===== src/rtl/ifetch_queue.sv =====
// ifetch_queue: instruction fetch stage feeding decode.
// Generates the fetch PC, keeps at most one request outstanding to instruction
// memory, buffers returned words in a QDEPTH-entry queue and presents the head
// {pc, instr} pair to decode.  Redirects from decode follow single-delay-slot
// semantics: the word at pc_id+4 is always delivered before the target.
// Optional build macro: IFETCH_PERF_CNT_EN adds redirect/bubble counters.
module ifetch_queue #(
   parameter logic [31:0] RESET_PC = 32'h0000_0000,
   parameter int          QDEPTH   = 2
) (
   input  logic        clk,
   input  logic        rst,
   input  logic        stall,
   input  logic        jump_branch,
   input  logic        jump_target,
   input  logic        jump_reg,
   input  logic [31:0] jr_pc,
   output logic        imem_req,
   output logic [31:0] imem_addr,
   input  logic        imem_gnt,
   input  logic [31:0] imem_rdata,
   input  logic        imem_rvalid,
   output logic        instr_valid_id,
   output logic [31:0] pc_id,
   output logic [31:0] instr_id
`ifdef IFETCH_PERF_CNT_EN
   ,
   output logic [31:0] redirect_count,
   output logic [31:0] bubble_count
`endif
);

   localparam int            PW        = $clog2(QDEPTH);
   localparam logic [PW-1:0] PTR_ONE   = PW'(1);
   localparam logic [PW:0]   CNT_DEPTH = (PW+1)'(QDEPTH);
   localparam logic [PW:0]   CNT_ONE   = (PW+1)'(1);
   localparam logic [PW:0]   CNT_TWO   = (PW+1)'(2);

   // fetch side
   logic [31:0]   r_fetch_pc;
   logic [31:0]   r_out_addr;
   logic          r_outstanding;
   logic          r_ftgt_valid;
   logic [31:0]   r_ftgt;
   // response filter
   logic [31:0]   r_exp_pc;
   logic          r_etgt_valid;
   logic [31:0]   r_etgt;
   // queue
   logic [31:0]   r_q_pc    [QDEPTH];
   logic [31:0]   r_q_instr [QDEPTH];
   logic [PW-1:0] r_rptr;
   logic [PW-1:0] r_wptr;
   logic [PW:0]   r_count;

   logic          w_valid;
   logic [31:0]   w_head_pc;
   logic [31:0]   w_head_instr;
   logic          w_pop;
   logic          w_redir;
   logic [31:0]   w_pc4;
   logic [31:0]   w_br_tgt;
   logic [31:0]   w_j_tgt;
   logic [31:0]   w_tgt;
   logic [PW:0]   w_occ;
   logic          w_req;
   logic          w_grant;
   logic          w_arr;
   logic          w_arr_ds;
   logic          w_arr_exp;
   logic          w_case_a;
   logic          w_case_b;
   logic          w_case_c;
   logic          w_ds_now;
   logic          w_push;

   assign w_valid      = (r_count != '0);
   assign w_head_pc    = r_q_pc[r_rptr];
   assign w_head_instr = r_q_instr[r_rptr];
   assign w_pop        = w_valid & ~stall;
   assign w_redir      = w_pop & (jump_branch | jump_target | jump_reg);

   assign w_pc4    = w_head_pc + 32'd4;
   assign w_br_tgt = w_pc4 + {{14{w_head_instr[15]}}, w_head_instr[15:0], 2'b00};
   assign w_j_tgt  = {w_pc4[31:28], w_head_instr[25:0], 2'b00};
   assign w_tgt    = jump_reg ? jr_pc : (jump_target ? w_j_tgt : w_br_tgt);

   // a queue slot is reserved for every outstanding request, so the queue never overflows
   assign w_occ   = r_count + (PW+1)'(r_outstanding);
   assign w_req   = ~rst & (w_occ < CNT_DEPTH);
   assign w_grant = w_req & imem_gnt;

   // only responses to our own outstanding request are considered (drops stale data after reset)
   assign w_arr     = imem_rvalid & r_outstanding;
   assign w_arr_ds  = w_arr & (r_out_addr == w_pc4);
   assign w_arr_exp = w_arr & (r_out_addr == r_exp_pc);

   // A: delay slot already queued; B: delay slot arriving now; C: delay slot not yet received
   assign w_case_a = w_redir & (r_count >= CNT_TWO);
   assign w_case_b = w_redir & (r_count == CNT_ONE) & w_arr_ds;
   assign w_case_c = w_redir & (r_count == CNT_ONE) & ~w_arr_ds;
   // in case C the delay slot may still be requested in this very cycle
   assign w_ds_now = w_case_c & w_grant & (r_fetch_pc == w_pc4);

   assign w_push = w_redir ? w_case_b : w_arr_exp;

   assign imem_req       = w_req;
   assign imem_addr      = r_fetch_pc;
   assign instr_valid_id = w_valid;
   assign pc_id          = w_valid ? w_head_pc : '0;
   assign instr_id       = w_valid ? w_head_instr : '0;

   // fetch PC, outstanding request tracking and deferred redirect target
   always_ff @(posedge clk or posedge rst) begin
      if (rst) begin
         r_fetch_pc    <= RESET_PC;
         r_out_addr    <= RESET_PC;
         r_outstanding <= 1'b0;
         r_ftgt_valid  <= 1'b0;
         r_ftgt        <= '0;
      end else begin
         if (w_grant) begin
            r_outstanding <= 1'b1;
            r_out_addr    <= r_fetch_pc;
         end else if (imem_rvalid) begin
            r_outstanding <= 1'b0;
         end
         if (w_case_a | w_case_b | w_ds_now) begin
            r_fetch_pc   <= w_tgt;
            r_ftgt_valid <= 1'b0;
         end else if (w_case_c) begin
            // fetch the delay slot first; the target follows once it is granted
            r_fetch_pc   <= w_pc4;
            r_ftgt       <= w_tgt;
            r_ftgt_valid <= 1'b1;
         end else if (w_grant) begin
            r_fetch_pc   <= r_ftgt_valid ? r_ftgt : r_fetch_pc + 32'd4;
            r_ftgt_valid <= 1'b0;
         end
      end
   end

   // expected PC of the next word to enqueue; anything else returned is dropped
   always_ff @(posedge clk or posedge rst) begin
      if (rst) begin
         r_exp_pc     <= RESET_PC;
         r_etgt_valid <= 1'b0;
         r_etgt       <= '0;
      end else if (w_case_a | w_case_b) begin
         r_exp_pc     <= w_tgt;
         r_etgt_valid <= 1'b0;
      end else if (w_case_c) begin
         r_exp_pc     <= w_pc4;
         r_etgt       <= w_tgt;
         r_etgt_valid <= 1'b1;
      end else if (w_push) begin
         r_exp_pc     <= r_etgt_valid ? r_etgt : r_exp_pc + 32'd4;
         r_etgt_valid <= 1'b0;
      end
   end

   // queue pointers and occupancy; case A keeps only the delay slot entry
   always_ff @(posedge clk or posedge rst) begin
      if (rst) begin
         r_rptr  <= '0;
         r_wptr  <= '0;
         r_count <= '0;
      end else if (w_case_a) begin
         r_rptr  <= r_rptr + PTR_ONE;
         r_wptr  <= r_rptr + PTR_ONE + PTR_ONE;
         r_count <= CNT_ONE;
      end else begin
         if (w_pop)
            r_rptr <= r_rptr + PTR_ONE;
         if (w_push)
            r_wptr <= r_wptr + PTR_ONE;
         r_count <= r_count + (PW+1)'(w_push) - (PW+1)'(w_pop);
      end
   end

   // queue storage; contents are masked by the valid count so no reset is needed
   always_ff @(posedge clk) begin
      if (w_push) begin
         r_q_pc[r_wptr]    <= r_out_addr;
         r_q_instr[r_wptr] <= imem_rdata;
      end
   end

`ifdef IFETCH_PERF_CNT_EN
   logic [31:0] r_redirect_count;
   logic [31:0] r_bubble_count;

   // saturating redirect and bubble counters
   always_ff @(posedge clk or posedge rst) begin
      if (rst) begin
         r_redirect_count <= '0;
         r_bubble_count   <= '0;
      end else begin
         if (w_redir && (r_redirect_count != 32'hFFFF_FFFF))
            r_redirect_count <= r_redirect_count + 32'd1;
         if (!w_valid && (r_bubble_count != 32'hFFFF_FFFF))
            r_bubble_count <= r_bubble_count + 32'd1;
      end
   end

   assign redirect_count = r_redirect_count;
   assign bubble_count   = r_bubble_count;
`endif

endmodule


===== config.mk =====
export PLATFORM = sky130hd
export DESIGN_NAME = ifetch_queue
export DESIGN_NICKNAME = d
export VERILOG_FILES = /design/src/rtl/ifetch_queue.sv
export SDC_FILE = /design/constraint.sdc
export NUM_CORES = 1
export LEC_CHECK = 0
export BUFFER_PORTS_ARGS = -buffer_cell sky130_fd_sc_hd__buf_2
export CORE_ASPECT_RATIO = 1.1
export CORE_UTILIZATION = 50
export DETAILED_ROUTE_END_ITERATION = 12
export PLACE_DENSITY = 0.7
export SYNTH_ARGS = -nofsm -noshare
export SYNTH_HDL_FRONTEND = slang
export SYNTH_SLANG_ARGS = --single-unit
export TNS_END_PERCENT = 50

===== constraint.sdc =====
create_clock -name clk -period 10.6 [get_ports clk]
set_input_delay 0.53 -clock clk [delete_from_list [all_inputs] [get_ports clk]]
set_output_delay 0.53 -clock clk [all_outputs]
set_load 0.01 [all_outputs]

### Word level (Yosys, flattened, before mapping)

Memory sizes are Yosys's and may differ from the RTL's.
Cells that the tools add are included.

* bits in registers: 167
* bits in writable memories: 128
* input port bits: 72
* output and inout port bits: 98
* word-level logic and storage cells: 87
* memories: 2

* $add $sub $neg: 10
* $lt $le $gt $ge: 2
* equality and inequality tests: 4
* mux-type cells: 28
* bitwise logic cells: 22
* reductions and logical operators: 8

Memories
* r_q_instr: words 2, width 32, rd ports 1, clocked after Yosys merged registers in 0, wr ports 1, RTL line 51 `logic [31:0] r_q_instr [QDEPTH];`
* r_q_pc: words 2, width 32, rd ports 1, clocked after Yosys merged registers in 0, wr ports 1, RTL line 50 `logic [31:0] r_q_pc [QDEPTH];`

Operator list (number)
* 32-bit 2-to-1 mux: 12
* 32-bit by 3-bit adder with 32-bit output (second input constant): 3
* 32-bit equality test: 3
* 32-bit adder: 1
* 1-bit 2-to-1 mux: 15
* 1-bit bitwise AND: 13
* 2-bit nonzero test: 4
* 3-bit nonzero test: 2
* 1-bit inverter: 5
* 2-bit by 1-bit adder with 2-bit output: 2
* 1-bit OR: 4
* 2-bit AND reduction: 2
* 1-bit adder (second input constant): 3
* 2-bit by 1-bit equality test with 1-bit output (second input constant): 1
* 2-bit greater-or-equal comparator (second input constant): 1
* 2-bit less-than comparator (second input constant): 1
* 2-bit 2-to-1 mux: 1
* 2-bit by 1-bit subtractor with 2-bit output: 1

### Logic depth before layout (Yosys ltp)

Gate-level depths: netlist of the first run.
An unclocked memory read counts as a cell.

* depth in word-level cells: 11
* mapped depth: 27
* depth with buffers taken out: 20

### Worst setup path after synthesis of the first run

OpenSTA, ideal clock, no wires.

* kind: register to register
* from: register r_rptr
* to: memory r_q_instr[1][0], enable pin
* library setup time: 493 ps
* arrival time: 7763 ps
* required time: 10107 ps
* slack: 2344 ps
* stages on the path, launching flop included: 20
* buffers on the path: 8
* clock period less this slack: 8256 ps
* cells stage by stage: dfrtp_1 buf_4 buf_6 buf_6 buf_6 buf_6 buf_2 buf_1 buf_1 mux2_2 ha_1 nand4b_1 a221oi_2 and2_1 nand4_1 a2111o_1 a2111o_1 nor4_4 a21oi_1 nor2b_1

* longest elaborated chain between the ends: 8

Ends and longest elaborated chain
* from (decl): RTL line 52 `logic [PW-1:0] r_rptr;`
* from (signal assigned): RTL line 169 `r_rptr <= r_rptr + PTR_ONE;`
* from (signal assigned): RTL line 174 `r_rptr <= r_rptr + PTR_ONE;`
* memory read 2 x 32 bit
* 32-bit by 3-bit adder with 32-bit output: RTL line 83 `assign w_pc4 = w_head_pc + 32'd4;`
* 32-bit equality test: RTL line 95 `assign w_arr_ds = w_arr & (r_out_addr == w_pc4);`
* 1-bit bitwise AND: RTL line 95
* 1-bit bitwise AND: RTL line 100 `assign w_case_b = w_redir & (r_count == CNT_ONE) & w_arr_ds;`
* 1-bit 2-to-1 mux: RTL line 105 `assign w_push = w_redir ? w_case_b : w_arr_exp;`
* 1-bit 2-to-1 mux: RTL line 183 `if (w_push) begin`
* 1-bit 2-to-1 mux (implied by the code): RTL line 185 `r_q_instr[r_wptr] <= imem_rdata;`
* to (decl): RTL line 51

Every way passes these cells.

### Final worst setup path of the first run

* from: register r_rptr
* to: register r_fetch_pc[28] (netlist: imem_addr[28])

* longest elaborated chain between the ends: 10
* elaborated cells on any way between the ends: 19
* those cells by class: add/sub: 2; eq/ne: 2; mux: 4; bitwise: 8; reduce/logical: 1; memory: 2

Ends and longest elaborated chain
* branches (longest 10 deep; another with memory read 2 x 32 bit)
* to (signal assigned): RTL line 129 `r_fetch_pc <= w_tgt;`
* to (signal assigned): RTL line 133 `r_fetch_pc <= w_pc4;`
* to (signal assigned): RTL line 137 `r_fetch_pc <= r_ftgt_valid ? r_ftgt : r_fetch_pc + 32'd4;`
* to (decl): RTL line 40 `logic [31:0] r_fetch_pc;`

Several ways; the timed one is not identified.
A chain may end at the register's enable or synchronous reset.

==> results.toml, run 1 <==
[grt]
grt_usage = 0.3165
met3_usage = 0.03923
grt_max_degree = 73
global_route.usage.met2 = 0.5061
globalRoute.busiestLayer = "met2"
globalRouteMet1Util = 0.4392
grt_pass1_vias = 15400
number_of_antenna_violations_at_the_first_check_in_global_routing = 0
grt-ovfl-total = 0
grt_pass1_wl_um = 92380

[setup_path]
reg2reg_to = "imem_addr[28]$_DFFE_PP0P_"
setup_crit_path_kind = "flip-flop to flip-flop"
critical_path.max_fanout = 62
critical_path.endpoint_type = "flip-flop"
timing.critical_path.from_type = "flip-flop"
r2r.worst_path.cells = 20
cp.arrival_ps = 7340
timing.critical_path.to = "imem_addr[28]$_DFFE_PP0P_"
reg2reg_setup_slack_ps = 3720
rr_startpoint = "r_rptr$_DFFE_PP0P_"
crit_required_ps = 11060
crit_start = "r_rptr$_DFFE_PP0P_"

[die]
core_um2 = 36540
floorplan.rows = 73
top_level_ports = 170
initial_core_util = 0.5121
die_h_um = 204.9
die_area_um2 = 38200
die_span_in_x_um = 186.4

[timing]
total_neg_setup_slack_ps = 0
final-hold-violation-count = 0
slew_violations = 0
timing.final.crit_period_ps = 6876
slew_headroom = 0.2675
final_min_period_over_clock_period = 0.6486
fmax_mhz = 145.4
grt_setup_unrepaired = "no"
worst-slew-pin-transition_ps = 1096
report.final.setup_viol = 0
finClkSkew_ps = 31.10

[pwr]
ir_drop_v = 0.0001666
cellLeakagePower_uw = 0.008788
swShare = 0.4411
clkPwrFrac = 0.185
internal-power_uw = 3432
seq_power_share = 0.335
comb_power_share = 0.480
power.switching_uw = 2709
pwr_density_cell_nw_per_um2 = 292.5

[place]
portBuffers = 169
cell_area_after_placement_um2 = 19940
routability_driven_placement_congestion_ratio = 0.9526
half_perimeter_wire_length_after_detailed_placement_um = 44210

[clock_tree]
cts_h_tree_lvls = 1
tritoncts = "done"
clkSinkCount = 295
clock_insertion_delay_worst_skew_ps = 600
clk_transition_reported_paths_ps = 70
root_buffer_cell = "sky130_fd_sc_hd__clkbuf_16"
count_of_instances_resized_after_the_clock_tree_is_built = 0
num_cts_buffers = 31
ctsLongestPathBuffers = 3

[logic_synthesis]
synth_cell_types = 90
syn-num-nets = 2096
synth-seq-cells = 295
yosys-top-cells-area = "sky130_fd_sc_hd__dfrtp_1 22%, sky130_fd_sc_hd__edfxtp_1 21%, sky130_fd_sc_hd__nand2_1 5.7%"
synth_top_cell_area_share = 0.2234
yosysTopAreaCell = "sky130_fd_sc_hd__dfrtp_1"
synth_area_um2 = 18710
synth_edf_count = 128
syn_area_per_cell_um2 = 9.440
ys_dominant_reg_cell = "sky130_fd_sc_hd__dfrtp_1"
ys.warnings.count = 0
async_sr_flop_fraction = 0.5661
syn_inst = 1982
seq_area_frac_synth = 0.4288

[worst_hold_path]
timing.hold.worst.class = "input pin to flip-flop"
worst_hold_path.num_cells = 1

[route]
finalWirelength_um = 60580
drt-vias-per-instance = 6.147
route.detailed.wl_per_inst_um = 23.10
detail_route.first_pass.iterations = 8
drt_iter0_drc = 1625
num_vias = 16120
drt_drc_violations_left = 0
antenna_violating_nets_post_route = 0

[finish]
layout_common_cells = "284 x sky130_fd_sc_hd__nand2_1, 197 x sky130_fd_sc_hd__nor2_1, 169 x sky130_fd_sc_hd__buf_2"
diodes = 0
syn_to_final_growth_pct = 12.23
final_area_um2 = 21000
fillers = 3249
drive_above_1_share = 0.1461
commonest_non_fill_non_tap_cell_in_the_layout = "sky130_fd_sc_hd__nand2_1"
nNetsFinal = 2225

[status]
run_status = "completed"

[run]
drv_cap = 0
## flip-flops by register name (all words and copies together), names as in the netlist
name,flops
r_wptr,1
r_out_addr,32
r_q_pc,64
r_count,2
r_rptr,1
r_exp_pc,32
r_etgt_valid,1
r_ftgt,32
r_ftgt_valid,1
imem_addr,32
r_etgt,32
r_outstanding,1
r_q_instr,64
## cells by family after synthesis
family	Yosys count	synth area share
flip-flops	295	0.4288
multiplexers	123	0.07042
AND/OR/NAND/NOR	749	0.1881
XOR/XNOR	192	0.1011
buffers and inverters	153	0.03651
AO/OA/AOI/OAI	428	0.1466
adder cells (fa/ha/maj)	42	0.02849
## worst min-delay path by stage
stage,startpoint,slack (ps),end
6_report,imem_rdata[4],120,r_q_instr[0][4]$_DFFE_PP_
3_3_place_gp,r_etgt[21]$_DFFE_PP0P_,460,r_etgt[21]$_DFFE_PP0P_
4_1_cts,imem_rdata[4],100,r_q_instr[0][4]$_DFFE_PP_
3_5_place_dp,r_etgt[31]$_DFFE_PP0P_,460,r_etgt[31]$_DFFE_PP0P_
2_1_floorplan,r_out_addr[2]$_DFFE_PP0P_,440,r_q_pc[0][2]$_DFFE_PP_
5_1_grt,imem_rdata[28],110,r_q_instr[1][28]$_DFFE_PP_
## critical path: stages, from the launching register on
cell and delay, ps:
sky130_fd_sc_hd__dfrtp_4 970, sky130_fd_sc_hd__mux2i_2 320, sky130_fd_sc_hd__inv_1 200, sky130_fd_sc_hd__ha_1 240, sky130_fd_sc_hd__nand4_1 230, sky130_fd_sc_hd__a22oi_1 360, sky130_fd_sc_hd__nand3_1 180, sky130_fd_sc_hd__xnor2_1 440
sky130_fd_sc_hd__inv_1 210, sky130_fd_sc_hd__ha_1 430, sky130_fd_sc_hd__nand2_1 110, sky130_fd_sc_hd__o21ai_0 110, sky130_fd_sc_hd__a2111oi_0 810, sky130_fd_sc_hd__o31a_1 330, sky130_fd_sc_hd__o21ai_0 220, sky130_fd_sc_hd__or4_1 510
sky130_fd_sc_hd__a41oi_1 250, sky130_fd_sc_hd__xor2_1 160, sky130_fd_sc_hd__a21oi_1 130, sky130_fd_sc_hd__nor2b_1 190, sky130_fd_sc_hd__a221o_1 280
## layer usage
layer  share of wire  vias up
met3           0.085      105
met5               0        -
met4           0.037        0
met1            0.43     7788
met2            0.45      855
li1                -     7376
## final cells by class
| type | count | area, µm² | area share |
|---|---|---|---|
| Tap cell | 487 | 609.3 | 0.02902 |
| Clock buffer | 39 | 850.8 | 0.04052 |
| Clock inverter | 19 | 197.7 | 0.009415 |
| Multi-Input combinational cell | 1534 | 10050 | 0.4784 |
| Timing Repair Buffer | 199 | 1074 | 0.05113 |
| Sequential cell | 295 | 8028 | 0.3823 |
| Inverter | 50 | 192.7 | 0.009177 |
## Yosys cell counts (18+ instances only)
| master | count |
|---|---|
| sky130_fd_sc_hd__nor2_1 | 201 |
| sky130_fd_sc_hd__a21oi_1 | 112 |
| sky130_fd_sc_hd__nor3_1 | 27 |
| sky130_fd_sc_hd__o21ai_0 | 107 |
| sky130_fd_sc_hd__a21o_1 | 21 |
| sky130_fd_sc_hd__xor2_1 | 65 |
| sky130_fd_sc_hd__nand2_1 | 285 |
| sky130_fd_sc_hd__o22ai_1 | 25 |
| sky130_fd_sc_hd__and3_1 | 21 |
| sky130_fd_sc_hd__o21ai_1 | 23 |
| sky130_fd_sc_hd__buf_2 | 18 |
| sky130_fd_sc_hd__nand3_1 | 64 |
| sky130_fd_sc_hd__mux2_2 | 28 |
| sky130_fd_sc_hd__inv_1 | 47 |
| sky130_fd_sc_hd__mux2_1 | 22 |
| sky130_fd_sc_hd__clkbuf_1 | 64 |
| sky130_fd_sc_hd__nand4_1 | 41 |
| sky130_fd_sc_hd__mux2i_1 | 69 |
| sky130_fd_sc_hd__ha_1 | 41 |
| sky130_fd_sc_hd__edfxtp_1 | 128 |
| sky130_fd_sc_hd__xnor2_1 | 112 |
| sky130_fd_sc_hd__dfrtp_1 | 167 |
## power groups by stage
| stage | clock, µW | sequential (µW) | combinational [µW] |
|---|---|---|---|
| after floorplan | 0 | 1810 | 2210 |
| after global placement | 0 | 2040 | 2870 |
| after detailed placement | 0 | 2060 | 2900 |
| after CTS | 1140 | 2040 | 2920 |
| after global routing | 1180 | 2090 | 3210 |
| final | 1130 | 2060 | 2950 |
## metrics by stage
step	total power [µW]	util	instances	worst slack, ps	hold slack (ps)
after CTS	6096	0.5747	2623	3932	103.7
after floorplan	4018	-	1982	2344	442.1
after global routing	6489	0.5747	2623	3490	113.6
after global placement	4911	0.5458	2564	4116	459.3
final	6141	0.5747	2623	3724	121.9
after detailed placement	4955	0.5458	2564	3951	462.8
## repair_timing
action                                 4_1_cts  5_1_grt
hold buffers                                 1        0
setup endpoints to repair                    0        0
setup buffers                                0        0
endpoints found under the hold margin       40        0
(Power assumes the default switching activity.)
==> run 2: changes to the inputs <==
clock period = 6.35 ns   (was 10.6 ns; I/O delays follow)
==> run 2 against run 1 <==
First-iteration DRC count grew 7.9%. Clock skew shrank 8.3 ps. Combinational power up 71%. Global-route usage decreased by 0.19 points. Sequential share of layout area shrank 0.71 points. Routed wire length is essentially flat. Power up 66%. Register-to-register slack worse by 3200 ps. Hold slack gained 5.0 ps.
==> results.toml, run 2 (synthesized netlist as in run 1, its figures left out) <==
[status]
run_status = "completed"

[timing]
total_neg_setup_slack_ps = 0
worst-slew-pin-transition_ps = 1166
timing.final.crit_period_ps = 5825
grt_setup_unrepaired = "no"
fmax_mhz = 171.7
slew_violations = 0
slew_headroom = 0.2205
final-hold-violation-count = 0
final_min_period_over_clock_period = 0.9173
finClkSkew_ps = 22.77
report.final.setup_viol = 0
final.setup.worst_slack_ps = 525.2

[place]
placement.setup.worst_slack_ps = 397.8
half_perimeter_wire_length_after_detailed_placement_um = 44020
cell_area_after_placement_um2 = 20080
portBuffers = 169
routability_driven_placement_congestion_ratio = 0.9976

[grt]
grt_max_degree = 95
grt_pass1_wl_um = 92480
grt_usage = 0.3145
grt_pass1_vias = 15900
number_of_antenna_violations_at_the_first_check_in_global_routing = 0
grt-ovfl-total = 0

[worst_hold_path]
timing.hold.worst.class = "input pin to flip-flop"

[finish]
diodes = 0
commonest_non_fill_non_tap_cell_in_the_layout = "sky130_fd_sc_hd__nand2_1"
layout_common_cells = "285 x sky130_fd_sc_hd__nand2_1, 197 x sky130_fd_sc_hd__nor2_1, 169 x sky130_fd_sc_hd__buf_2"
nNetsFinal = 2277
drive_above_1_share = 0.1500
reg.largest.list = "r_q_instr (64), r_q_pc (64)"
final_area_um2 = 21400
syn_to_final_growth_pct = 14.37

[run]
drv_cap = 0

[route]
drt_drc_violations_left = 0
finalWirelength_um = 60630
route.detailed.wl_per_inst_um = 22.67
num_vias = 16410
antenna_violating_nets_post_route = 0
detail_route.first_pass.iterations = 8
drt_iter0_drc = 1753
drt-vias-per-instance = 6.135

[clock_tree]
post_cts.repair.setup_buffers = 0
num_cts_buffers = 31
clk_transition_reported_paths_ps = 70
cts_h_tree_lvls = 1
clkSinkCount = 295
root_buffer_cell = "sky130_fd_sc_hd__clkbuf_16"
ctsLongestPathBuffers = 3
clock_insertion_delay_worst_skew_ps = 600
tritoncts = "done"

[setup_path]
crit_required_ps = 6820
setup_crit_path_kind = "flip-flop to flip-flop"
timing.critical_path.from_type = "flip-flop"
critical_path.endpoint_type = "flip-flop"
critical_path.max_fanout = 31
cp.arrival_ps = 6290

[die]
die_h_um = 204.9
top_level_ports = 170
core_um2 = 36540
die_span_in_x_um = 186.4
die_area_um2 = 38200
floorplan.rows = 73
initial_core_util = 0.5121

[pwr]
cellLeakagePower_uw = 0.008992
ir_drop_v = 0.0002794
pwr_density_cell_nw_per_um2 = 476.0
[run 2: changes by cell type in the layout (fill, tap and decap cells not counted), sizes merged]
cell / delta
clkinvlp: -2
clkinv: -3
buf: +19
bufinv: -3
clkbuf: +6
dlygate4sd3: +33
inv: +1
[run 2: power by group]
part           switching [µW]  total [µW]  internal [µW]
Clock                     772        1770            996
Sequential                820        3380           2560
Combinational            2920        5040           2120
[run 2: critical path, cell delays in order (launching register included)]
cell                        delay [ps]
sky130_fd_sc_hd__dfrtp_4           650
sky130_fd_sc_hd__mux2i_2           230
sky130_fd_sc_hd__inv_1             130
sky130_fd_sc_hd__ha_1              220
sky130_fd_sc_hd__nand4b_1          230
sky130_fd_sc_hd__a22oi_1           340
sky130_fd_sc_hd__nand3_1           210
sky130_fd_sc_hd__xnor2_2           310
sky130_fd_sc_hd__inv_1             200
sky130_fd_sc_hd__ha_1              410
sky130_fd_sc_hd__nand2_1            90
sky130_fd_sc_hd__o21ai_0           100
sky130_fd_sc_hd__a2111oi_1         530
sky130_fd_sc_hd__o31a_1            310
sky130_fd_sc_hd__o21ai_0           180
sky130_fd_sc_hd__or4_1             500
sky130_fd_sc_hd__a41oi_1           260
sky130_fd_sc_hd__xor2_1            180
sky130_fd_sc_hd__a21oi_1           140
sky130_fd_sc_hd__nor2b_1           190
sky130_fd_sc_hd__a221o_1           280
[run 2: timing repair]
item                                    4_1_cts  5_1_grt
endpoints found under the setup margin        0        3
hold buffers                                 34        0
endpoints found under the hold margin       109        0
gates resized for setup                       0        2
[run 2: final timing paths]
kind | from | to | slack, ps | depth (start not counted)
max | r_rptr$_DFFE_PP0P_ | imem_addr[28]$_DFFE_PP0P_ | 530 | 20
min | stall | r_rptr$_DFFE_PP0P_ | 130 | 3
max reg2reg | r_rptr$_DFFE_PP0P_ | imem_addr[28]$_DFFE_PP0P_ | 530 | 20
min reg2reg | r_out_addr[2]$_DFFE_PP0P_ | r_q_pc[0][2]$_DFFE_PP_ | 470 | 0
max in group asynchronous | rst | r_ftgt_valid$_DFFE_PP0P_ | 4210 | 4
min in group asynchronous | rst | r_outstanding$_DFFE_PP0P_ | 520 | 3
[run 2: cell type report]
cell class	instances	area, µm²
fillers	3213	15140
multi-input cells	1534	10050
flip-flops and latches	295	8028
repair buffers	251	1546
clock buffers	45	879.6
well taps	487	609.3
inverters	50	192.7
clock inverters	12	88.84
[run 2: through the flow]
stage | hold WS (ps) | instances | utilization | power (µW)
after floorplan | 416.4 | 1982 | - | 6710
after global placement | 451.0 | 2583 | 0.5496 | 8204
after detailed placement | 459.9 | 2583 | 0.5496 | 8299
after CTS | 95.48 | 2674 | 0.5854 | 10090
after global routing | 128.3 | 2674 | 0.5857 | 10770
final | 126.9 | 2674 | 0.5857 | 10190
[run 2: metal layers]
metal	wire length [µm]	part of all wire	global-route usage
met5	0	0	0
met4	2466	0.041	0.1319
met3	5278	0.087	0.06116
met2	27360	0.45	0.4971
met1	25530	0.42	0.4231
